[src/rtl/hps_uart_pkg.sv]
// Shared definitions for the HPS UART receive path: FSM states and
// oversampling constants used by the receiver and its testbench.
package hps_uart_pkg;

  // Number of divider ticks that make up one serial bit period.
  localparam int OVERSAMPLE = 16;

  // Tick index at which the start bit is re-checked (middle of the bit).
  localparam int MID_SAMPLE = 8;

  // Width of the per-bit tick counter.
  localparam int TICK_W = $clog2(OVERSAMPLE);

  // Receiver frame states.
  typedef enum logic [2:0] {
    ST_IDLE,
    ST_START,
    ST_DATA,
    ST_STOP,
    ST_WAIT_HIGH
  } rx_state_e;

endpackage

[src/rtl/hps_uart_rx_sync_fifo.sv]
// First-word-fallthrough synchronous FIFO. The head entry is presented on
// pop_data whenever the FIFO is non-empty; pop_data reads as zero when empty.
// A push into a full FIFO is accepted only when a pop happens in the same cycle.
module sync_fifo #(
  parameter int WIDTH = 8,
  parameter int DEPTH = 8
) (
  input  logic             clk,
  input  logic             reset,
  input  logic             push,
  input  logic [WIDTH-1:0] push_data,
  input  logic             pop,
  output logic [WIDTH-1:0] pop_data,
  output logic             empty,
  output logic             full
);

  localparam int PTR_W = (DEPTH > 1) ? $clog2(DEPTH) : 1;
  localparam int CNT_W = $clog2(DEPTH + 1);

  logic [WIDTH-1:0] mem [DEPTH];
  logic [PTR_W-1:0] wr_ptr;
  logic [PTR_W-1:0] rd_ptr;
  logic [CNT_W-1:0] count;
  logic             push_ok;
  logic             pop_ok;

  assign empty   = (count == '0);
  assign full    = (count == CNT_W'(DEPTH));
  assign pop_ok  = pop && !empty;
  assign push_ok = push && (!full || pop_ok);

  assign pop_data = empty ? '0 : mem[rd_ptr];

  // Storage array; contents only matter where the count says they are live.
  always_ff @(posedge clk) begin
    if (push_ok) begin
      mem[wr_ptr] <= push_data;
    end
  end

  // Pointers wrap naturally because DEPTH is a power of two.
  always_ff @(posedge clk) begin
    if (reset) begin
      wr_ptr <= '0;
      rd_ptr <= '0;
    end else begin
      if (push_ok) begin
        wr_ptr <= wr_ptr + PTR_W'(1);
      end
      if (pop_ok) begin
        rd_ptr <= rd_ptr + PTR_W'(1);
      end
    end
  end

  // Occupancy count; simultaneous push and pop leave it unchanged.
  always_ff @(posedge clk) begin
    if (reset) begin
      count <= '0;
    end else begin
      case ({push_ok, pop_ok})
        2'b10:   count <= count + CNT_W'(1);
        2'b01:   count <= count - CNT_W'(1);
        default: count <= count;
      endcase
    end
  end

endmodule

[src/rtl/hps_uart_rx.sv]
// 8N1 UART receiver for the HPS UART0 TX line. The line is synchronized,
// oversampled 16x, framed by a small FSM and buffered in a FWFT FIFO.
import hps_uart_pkg::*;

module hps_uart_rx #(
  parameter int CLK_HZ     = 50000000,
  parameter int BAUD       = 115200,
  parameter int FIFO_DEPTH = 8
) (
  input  logic       clk_clk,
  input  logic       reset_reset,
  input  logic       rx_i,
  output logic [7:0] data_o,
  output logic       valid_o,
  input  logic       ready_i,
  output logic       frame_err_o,
  output logic       overrun_o
);

  // Clocks per oversample tick, rounded to nearest and never below one.
  localparam int DIV_RAW = (CLK_HZ + (OVERSAMPLE / 2) * BAUD) / (OVERSAMPLE * BAUD);
  localparam int DIV     = (DIV_RAW < 1) ? 1 : DIV_RAW;
  localparam int DIV_W   = (DIV > 1) ? $clog2(DIV) : 1;

  logic              rx_meta;
  logic              rx_sync;
  logic              rx_prev;
  logic              start_edge;
  logic [DIV_W-1:0]  div_cnt;
  logic              tick;

  rx_state_e         state;
  rx_state_e         state_next;
  logic [TICK_W-1:0] tick_cnt;
  logic [TICK_W-1:0] tick_next;
  logic [2:0]        bit_cnt;
  logic [2:0]        bit_next;
  logic [7:0]        shift_reg;
  logic [7:0]        shift_next;
  logic              push_req;
  logic              frame_err_next;

  logic              fifo_empty;
  logic              fifo_full;

  assign start_edge = rx_prev && !rx_sync;
  assign tick       = (div_cnt == DIV_W'(DIV - 1));

  // Two-flop synchronizer plus one history flop for falling-edge detection.
  always_ff @(posedge clk_clk) begin
    if (reset_reset) begin
      rx_meta <= 1'b1;
      rx_sync <= 1'b1;
      rx_prev <= 1'b1;
    end else begin
      rx_meta <= rx_i;
      rx_sync <= rx_meta;
      rx_prev <= rx_sync;
    end
  end

  // Oversample divider, realigned on every start edge so ticks track the frame.
  always_ff @(posedge clk_clk) begin
    if (reset_reset) begin
      div_cnt <= '0;
    end else if ((state == ST_IDLE && start_edge) || tick) begin
      div_cnt <= '0;
    end else begin
      div_cnt <= div_cnt + DIV_W'(1);
    end
  end

  // Frame FSM state and datapath registers.
  always_ff @(posedge clk_clk) begin
    if (reset_reset) begin
      state       <= ST_IDLE;
      tick_cnt    <= '0;
      bit_cnt     <= '0;
      shift_reg   <= '0;
      frame_err_o <= 1'b0;
      overrun_o   <= 1'b0;
    end else begin
      state       <= state_next;
      tick_cnt    <= tick_next;
      bit_cnt     <= bit_next;
      shift_reg   <= shift_next;
      frame_err_o <= frame_err_next;
      overrun_o   <= push_req && fifo_full && !ready_i;
    end
  end

  // Next-state logic: mid-bit sampling, LSB-first shifting and stop-bit checks.
  always_comb begin
    state_next     = state;
    tick_next      = tick_cnt;
    bit_next       = bit_cnt;
    shift_next     = shift_reg;
    push_req       = 1'b0;
    frame_err_next = 1'b0;

    case (state)
      ST_IDLE: begin
        if (start_edge) begin
          state_next = ST_START;
          tick_next  = '0;
        end
      end

      ST_START: begin
        if (tick) begin
          if (tick_cnt == TICK_W'(MID_SAMPLE - 1)) begin
            tick_next  = '0;
            bit_next   = '0;
            state_next = rx_sync ? ST_IDLE : ST_DATA;
          end else begin
            tick_next = tick_cnt + TICK_W'(1);
          end
        end
      end

      ST_DATA: begin
        if (tick) begin
          tick_next = tick_cnt + TICK_W'(1);
          if (tick_cnt == TICK_W'(OVERSAMPLE - 1)) begin
            shift_next = {rx_sync, shift_reg[7:1]};
            bit_next   = bit_cnt + 3'd1;
            if (bit_cnt == 3'd7) begin
              state_next = ST_STOP;
            end
          end
        end
      end

      ST_STOP: begin
        if (tick) begin
          tick_next = tick_cnt + TICK_W'(1);
          if (tick_cnt == TICK_W'(OVERSAMPLE - 1)) begin
            if (rx_sync) begin
              push_req   = 1'b1;
              state_next = ST_IDLE;
            end else begin
              frame_err_next = 1'b1;
              state_next     = ST_WAIT_HIGH;
            end
          end
        end
      end

      ST_WAIT_HIGH: begin
        if (rx_sync) begin
          state_next = ST_IDLE;
        end
      end

      default: state_next = ST_IDLE;
    endcase
  end

  sync_fifo #(
    .WIDTH (8),
    .DEPTH (FIFO_DEPTH)
  ) u_fifo (
    .clk       (clk_clk),
    .reset     (reset_reset),
    .push      (push_req),
    .push_data (shift_reg),
    .pop       (ready_i),
    .pop_data  (data_o),
    .empty     (fifo_empty),
    .full      (fifo_full)
  );

  assign valid_o = !fifo_empty;

endmodule

[config.mk]
export PLATFORM = sky130hd
export DESIGN_NAME = hps_uart_rx
export DESIGN_NICKNAME = d
export VERILOG_FILES = /design/src/rtl/hps_uart_pkg.sv /design/src/rtl/hps_uart_rx_sync_fifo.sv /design/src/rtl/hps_uart_rx.sv
export SDC_FILE = /design/constraint.sdc
export NUM_CORES = 1
export LEC_CHECK = 0
export BUFFER_PORTS_ARGS = -buffer_cell sky130_fd_sc_hd__buf_4
export CAP_MARGIN = 5
export CORE_ASPECT_RATIO = 0.5
export CORE_MARGIN = 4
export CORE_UTILIZATION = 39
export DETAILED_ROUTE_END_ITERATION = 8
export HOLD_SLACK_MARGIN = 0.12
export PLACE_DENSITY = 0.54
export SLEW_MARGIN = 20
export SYNTH_ARGS = -nofsm -noshare
export SYNTH_HDL_FRONTEND = slang
export SYNTH_HIERARCHICAL = 1
export SYNTH_SLANG_ARGS = --single-unit
[constraint.sdc]
create_clock -name clk_clk -period 3.5 [get_ports clk_clk]
set_clock_uncertainty 0.05 [all_clocks]
set_input_delay 0.525 -clock clk_clk [delete_from_list [all_inputs] [get_ports clk_clk]]
set_output_delay 0.525 -clock clk_clk [all_outputs]
set_load 0.01 [all_outputs]
==> flow_metrics.env, run 1 <==
export IMPL_yosys_area_top_type="edfxtp_1"
export IMPL_insertion_delay_ns=0.34
export IMPL_cts_tree="done"
export IMPL_finalSetupViolations=0
export IMPL_synth_yosys_warnings=6
export IMPL_ant_nets=0
export IMPL_post_cts_resized=0
export IMPL_synth_avg_cell_area_um2=14.1
export IMPL_preCtsSetupSlack_ns=0.479
export IMPL_worst_slack_ns=0.477
export IMPL_place_hpwl_um=5370
export IMPL_grt_pass1_vias=2554
export IMPL_post_cts_buffers=0
export IMPL_r2r_start="div_cnt[0]$_SDFF_PP0_"
export IMPL_synth_most_common_cell="edfxtp_1"
export IMPL_required_ns=3.72
export IMPL_numClockSinks=105
export IMPL_drtIter0Drc=200
export IMPL_path_clk_slew_ns=0.07
export IMPL_final_layout_size_suffix_gt1_share_pct=21.3
export IMPL_ys_top_cells_by_count="64 x edfxtp_1, 42 x nor2_1, 41 x dfxtp_1, 21 x mux2i_1, 16 x mux4_2"
export IMPL_ys_ff_latch=105
export IMPL_grt_overflow=0
export IMPL_nFillCells=971
export IMPL_pwr_density_cell_nw_per_um2=622
export IMPL_clock_fmax_mhz=331
export IMPL_critPathMaxFanout=12
export IMPL_ys_types=57
export IMPL_num_vias=2545
export IMPL_fin_cells=487
export IMPL_die_h_um=83.7
export IMPL_grtUsageTotal_pct=12.9
export IMPL_rsz0062_at_grt="no"
export IMPL_async_reset_ff_share_pct=0
export IMPL_syn_area_um2=4470
export IMPL_grt_start_max_net_pins=32
export IMPL_cp_start_kind="flip-flop"
export IMPL_slew_limit_headroom_pct=38.2
export IMPL_io_buffers=14
export IMPL_diodes=0
export IMPL_cts_buffers=9
export IMPL_worst_pin_slew_ns=0.923
export IMPL_start_util_pct=40.3
export IMPL_maxSlewViolCount=0
export IMPL_clockRootBuffer="clkbuf_16"
export IMPL_pin_count=15
export IMPL_synth_top_area_share_pct=43.0
export IMPL_startpoint="div_cnt[0]$_SDFF_PP0_"
export IMPL_largest_register_ff_count=64
export IMPL_synth_area_leaders="edfxtp_1 43%, dfxtp_1 18%, mux4_2 8.1%, mux2i_1 4.7%, nor2_1 3.5%"
export IMPL_min_from="rx_i"
export IMPL_drc=0
export IMPL_htree_num_levels=3
export IMPL_fin_crit_sh_pct=86.4
export IMPL_die_area_um2=13300
export IMPL_fin_setup_tns_ns=0
export IMPL_wire_per_inst_um=16.6
export IMPL_min_path_type="input port to flip-flop"
export IMPL_avgViaCountPerCell=5.23
export IMPL_run_status="complete, no violations"
export IMPL_arrival_ns=3.24
export IMPL_fp_row_count=27
export IMPL_final_hold_violation_count=0
export IMPL_post_place_cells=471
export IMPL_antenna_found_initial=0
export IMPL_power_leakage_nw=1.75
export IMPL_gp_congestion=0.776
export IMPL_cts_hold_buf=0
export IMPL_die_w_um=159
export IMPL_syn2layout_area_growth_pct=12.7
export IMPL_synth_fp_nets=331
export IMPL_drv_cap=0
export IMPL_nets=351
export IMPL_cts_buffer_depth=2
export IMPL_worst_ir_drop_vdd_mv=0.311
export IMPL_crit_path_end_kind="flip-flop"
export IMPL_routed_wl_um=8100
export IMPL_worstSetupPathType="flip-flop to flip-flop"
export IMPL_netlist_instances=317
export IMPL_timing_final_crit_period_ns=3.02
export IMPL_synth_edf_count=64
export IMPL_core_area_um2=11100
export IMPL_dr_pass1_iters=4
export IMPL_ys_seq_area_share_pct=61.4
export IMPL_ys_flop_type="edfxtp_1"
export IMPL_grt_pass1_wl_um=13300
cells in the final DEF (no fill, tap or decap), types with 2 or more instances in the layout:
| cell type | n |
|---|---|
| a21oi_1 | 7 |
| a31oi_1 | 2 |
| and2_1 | 3 |
| buf_4 | 24 |
| clkbuf_16 | 9 |
| clkinv_8 | 2 |
| dfxtp_1 | 41 |
| edfxtp_1 | 64 |
| ha_1 | 9 |
| inv_1 | 8 |
| inv_6 | 3 |
| mux2i_1 | 21 |
| mux4_2 | 16 |
| nand2_1 | 6 |
| nand2b_1 | 8 |
| nand3_1 | 6 |
| nand3b_1 | 4 |
| nand4_1 | 2 |
| nor2_1 | 42 |
| nor3_1 | 7 |
| nor4_1 | 3 |
| o211ai_1 | 2 |
| o21ai_0 | 2 |
| o31ai_1 | 2 |
| or2_2 | 6 |
| or3b_4 | 2 |
| or4_1 | 2 |
| xnor2_1 | 4 |
| xor2_1 | 7 |
critical path: stages, from the launching register on:
cell and delay (ns):
dfxtp_1 0.34, inv_1 0.06, ha_1 0.18, nand4b_4 0.20
nor4_1 0.36, and2_1 0.17, buf_4 0.17, or2_2 0.15
inv_1 0.06, ha_1 0.31, a21oi_1 0.30, nor4bb_1 0.31
o21bai_1 0.14, a31oi_1 0.14
path summary, 6_finish.rpt:
path | end | slack [ns] | cells past startpoint
setup / recovery | u_fifo/count[3]$_SDFFE_PP0P_ | 0.48 | 13
hold / removal | rx_meta$_SDFF_PP1_ | 0.31 | 2
setup reg to reg | u_fifo/count[3]$_SDFFE_PP0P_ | 0.48 | 13
hold reg to reg | rx_sync$_SDFF_PP1_ | 0.36 | 1
per-layer routing:
metal  vias up  GRT usage (%)  share of wire, %
met5         -              0                 0
met4         0           3.46              0.91
met3        10           4.14               3.9
li1       1232              -                 -
met2        41           20.3                46
met1      1262           17.3                49
per-stage QoR:
step / hold slack [ns] / power, mW / utilization, % / instance area [um^2]
after floorplan: 0.339 / 1.94 / - / 4470
after global placement: 0.344 / 2.18 / 42.7 / 4730
after detailed placement: 0.349 / 2.19 / 42.7 / 4730
after CTS: 0.302 / 3.18 / 45.5 / 5040
after global routing: 0.294 / 3.30 / 45.5 / 5040
final: 0.314 / 3.13 / 45.5 / 5040
layout make-up:
type                    count  area (um^2)  area share [%]
flip-flops and latches    105         2740            54.4
multi-input cells         189         1600            31.8
clock buffers               9          225            4.47
inverters                   8         30.0           0.596
well taps                 145          181            3.60
clock inverters             7         78.8            1.56
repair buffers             24          180            3.58
power by group:
| part | switching [mW] | internal (mW) |
|---|---|---|
| registers | 0.0649 | 1.33 |
| clock network | 0.480 | 0.509 |
| logic | 0.372 | 0.375 |
kinds of logic (layout without fill, tap and decap cells):
| kind of cell | count (synthesis) | after routing | synth area share, % |
|---|---|---|---|
| AND/OR/NAND/NOR | 101 | 101 | 12.6 |
| AO/OA/AOI/OAI | 29 | 29 | 5.04 |
| XOR/XNOR | 11 | 11 | 2.16 |
| buffers and inverters | 23 | 48 | 2.83 |
| multiplexers | 38 | 38 | 13.0 |
| adder cells (fa/ha/maj) | 10 | 10 | 2.97 |
| flip-flops | 105 | 105 | 61.4 |
Note: power is estimated with default switching activity, not from simulation.
==> inputs of run 2 (changes only) <==
--- a/config.mk
+++ b/config.mk
@@ -12,6 +12,7 @@
 export CORE_UTILIZATION = 39
 export DETAILED_ROUTE_END_ITERATION = 8
 export HOLD_SLACK_MARGIN = 0.12
+export MAX_ROUTING_LAYER = met4
 export PLACE_DENSITY = 0.54
 export SLEW_MARGIN = 20
 export SYNTH_ARGS = -nofsm -noshare
==> flow_metrics.env, run 2 (synthesis results as in run 1) <==
export IMPL_insertion_delay_ns=0.35
export IMPL_antenna_found_initial=0
export IMPL_post_cts_buffers=0
export IMPL_grtUsageTotal_pct=13.2
export IMPL_gp_congestion=0.786
export IMPL_grt_use_met3_pct=4.00
export IMPL_power_mw=3.13
export IMPL_cts_tree="done"
export IMPL_drv_cap=0
export IMPL_worstSetupPathType="flip-flop to flip-flop"
export IMPL_post_route_cell_area_um2=5040
export IMPL_core_area_um2=11100
export IMPL_die_w_um=159
export IMPL_preCtsSetupSlack_ns=0.479
export IMPL_cts_hold_buf=0
export IMPL_drtIter0Drc=191
export IMPL_htree_num_levels=3
export IMPL_largest_register_ff_count=64
export IMPL_fin_crit_sh_pct=87.0
export IMPL_crit_path_end_kind="flip-flop"
export IMPL_final_layout_size_suffix_gt1_share_pct=21.3
export IMPL_fp_row_count=27
export IMPL_worst_slack_ns=0.454
export IMPL_pin_count=15
export IMPL_layout_common_cells="64 x edfxtp_1, 42 x nor2_1, 41 x dfxtp_1, 24 x buf_4, 21 x mux2i_1"
export IMPL_num_vias=2536
export IMPL_min_path_type="input port to flip-flop"
export IMPL_wire_per_inst_um=16.6
export IMPL_finalSetupViolations=0
export IMPL_required_ns=3.72
export IMPL_routed_wl_um=8100
export IMPL_die_area_um2=13300
export IMPL_clockRootBuffer="clkbuf_16"
export IMPL_fin_cells=487
export IMPL_cp_num_buf_inv=3
export IMPL_crit_chain="inv_1 -> ha_1 -> nand4b_4 -> nor4_1 -> and2_1 -> buf_4 -> or2_2 -> inv_1 -> ha_1 -> a21oi_1 -> nor4bb_1 -> o21bai_1 -> a31oi_1"
export IMPL_rsz0062_at_grt="no"
export IMPL_drc=0
export IMPL_pwr_density_cell_nw_per_um2=621
export IMPL_clock_fmax_mhz=328
export IMPL_cp_start_kind="flip-flop"
export IMPL_met2_usage_pct=20.3
export IMPL_nets=351
export IMPL_timing_final_crit_period_ns=3.05
export IMPL_run_status="complete, no violations"
export IMPL_post_place_cells=471
export IMPL_slowest_stage="nor4_1"
export IMPL_diodes=0
export IMPL_grt_pass1_wl_um=13300
export IMPL_layout_commonest_cell="edfxtp_1"
export IMPL_max_stage_delay_ns=0.36
export IMPL_cts_buffer_depth=2
export IMPL_worst_pin_slew_ns=0.899
export IMPL_die_h_um=83.7
export IMPL_cp_top_family="simple AND/OR/NAND/NOR gates"
export IMPL_syn2layout_area_growth_pct=12.7
export IMPL_grt_overflow=0
export IMPL_path_clk_slew_ns=0.07
export IMPL_grt_busiest_layer="met2"
export IMPL_slew_limit_headroom_pct=39.8
export IMPL_numClockSinks=105
export IMPL_detailed_place_area_um2=4730
export IMPL_fin_setup_tns_ns=0
export IMPL_final_hold_violation_count=0
export IMPL_io_buffers=14
export IMPL_use_met1_pct=17.3
export IMPL_place_hpwl_um=5370
export IMPL_power_leakage_nw=1.75
export IMPL_post_cts_resized=0
export IMPL_cts_buffers=9
export IMPL_hold_ws_ns=0.310
export IMPL_maxSlewViolCount=0
export IMPL_critPathMaxFanout=12
export IMPL_dr_pass1_iters=4
export IMPL_avgViaCountPerCell=5.21
export IMPL_start_util_pct=40.3
export IMPL_grt_pass1_vias=2544
export IMPL_grt_start_max_net_pins=32
export IMPL_worst_ir_drop_vdd_mv=0.315
export IMPL_arrival_ns=3.27
export IMPL_ant_nets=0
export IMPL_final_util_pct=45.5
[run 2: worst paths after layout]
check,start,cells after the start,slack [ns],to
worst max register to register,div_cnt[0]$_SDFF_PP0_,13,0.45,u_fifo/count[3]$_SDFFE_PP0P_
worst min register to register,rx_meta$_SDFF_PP1_,1,0.36,rx_sync$_SDFF_PP1_
worst min-delay path,rx_i,2,0.31,rx_meta$_SDFF_PP1_
worst max-delay path,div_cnt[0]$_SDFF_PP0_,13,0.45,u_fifo/count[3]$_SDFFE_PP0P_
[run 2: final cells by class]
type | instances | area [um^2]
timing repair buffer | 24 | 180
clock inverter | 7 | 78.8
fill | 971 | 6040
sequential | 105 | 2740
tap | 145 | 181
clock buffer | 9 | 225
multi-input combinational | 189 | 1600
inverter | 8 | 30.0
[run 2: layer usage]
layer,vias up,routed length [um]
li1,1232,-
met1,1257,3990
met2,35,3740
met3,12,277
met4,0,89
met5,-,0
[run 2: power by group]
part           internal (mW)  total (mW)  leakage, nW  switching [mW]
registers               1.33        1.40        0.925          0.0641
clock network          0.509       0.989        0.148           0.480
logic                  0.375       0.744        0.681           0.369
total                   2.22        3.13         1.75           0.913
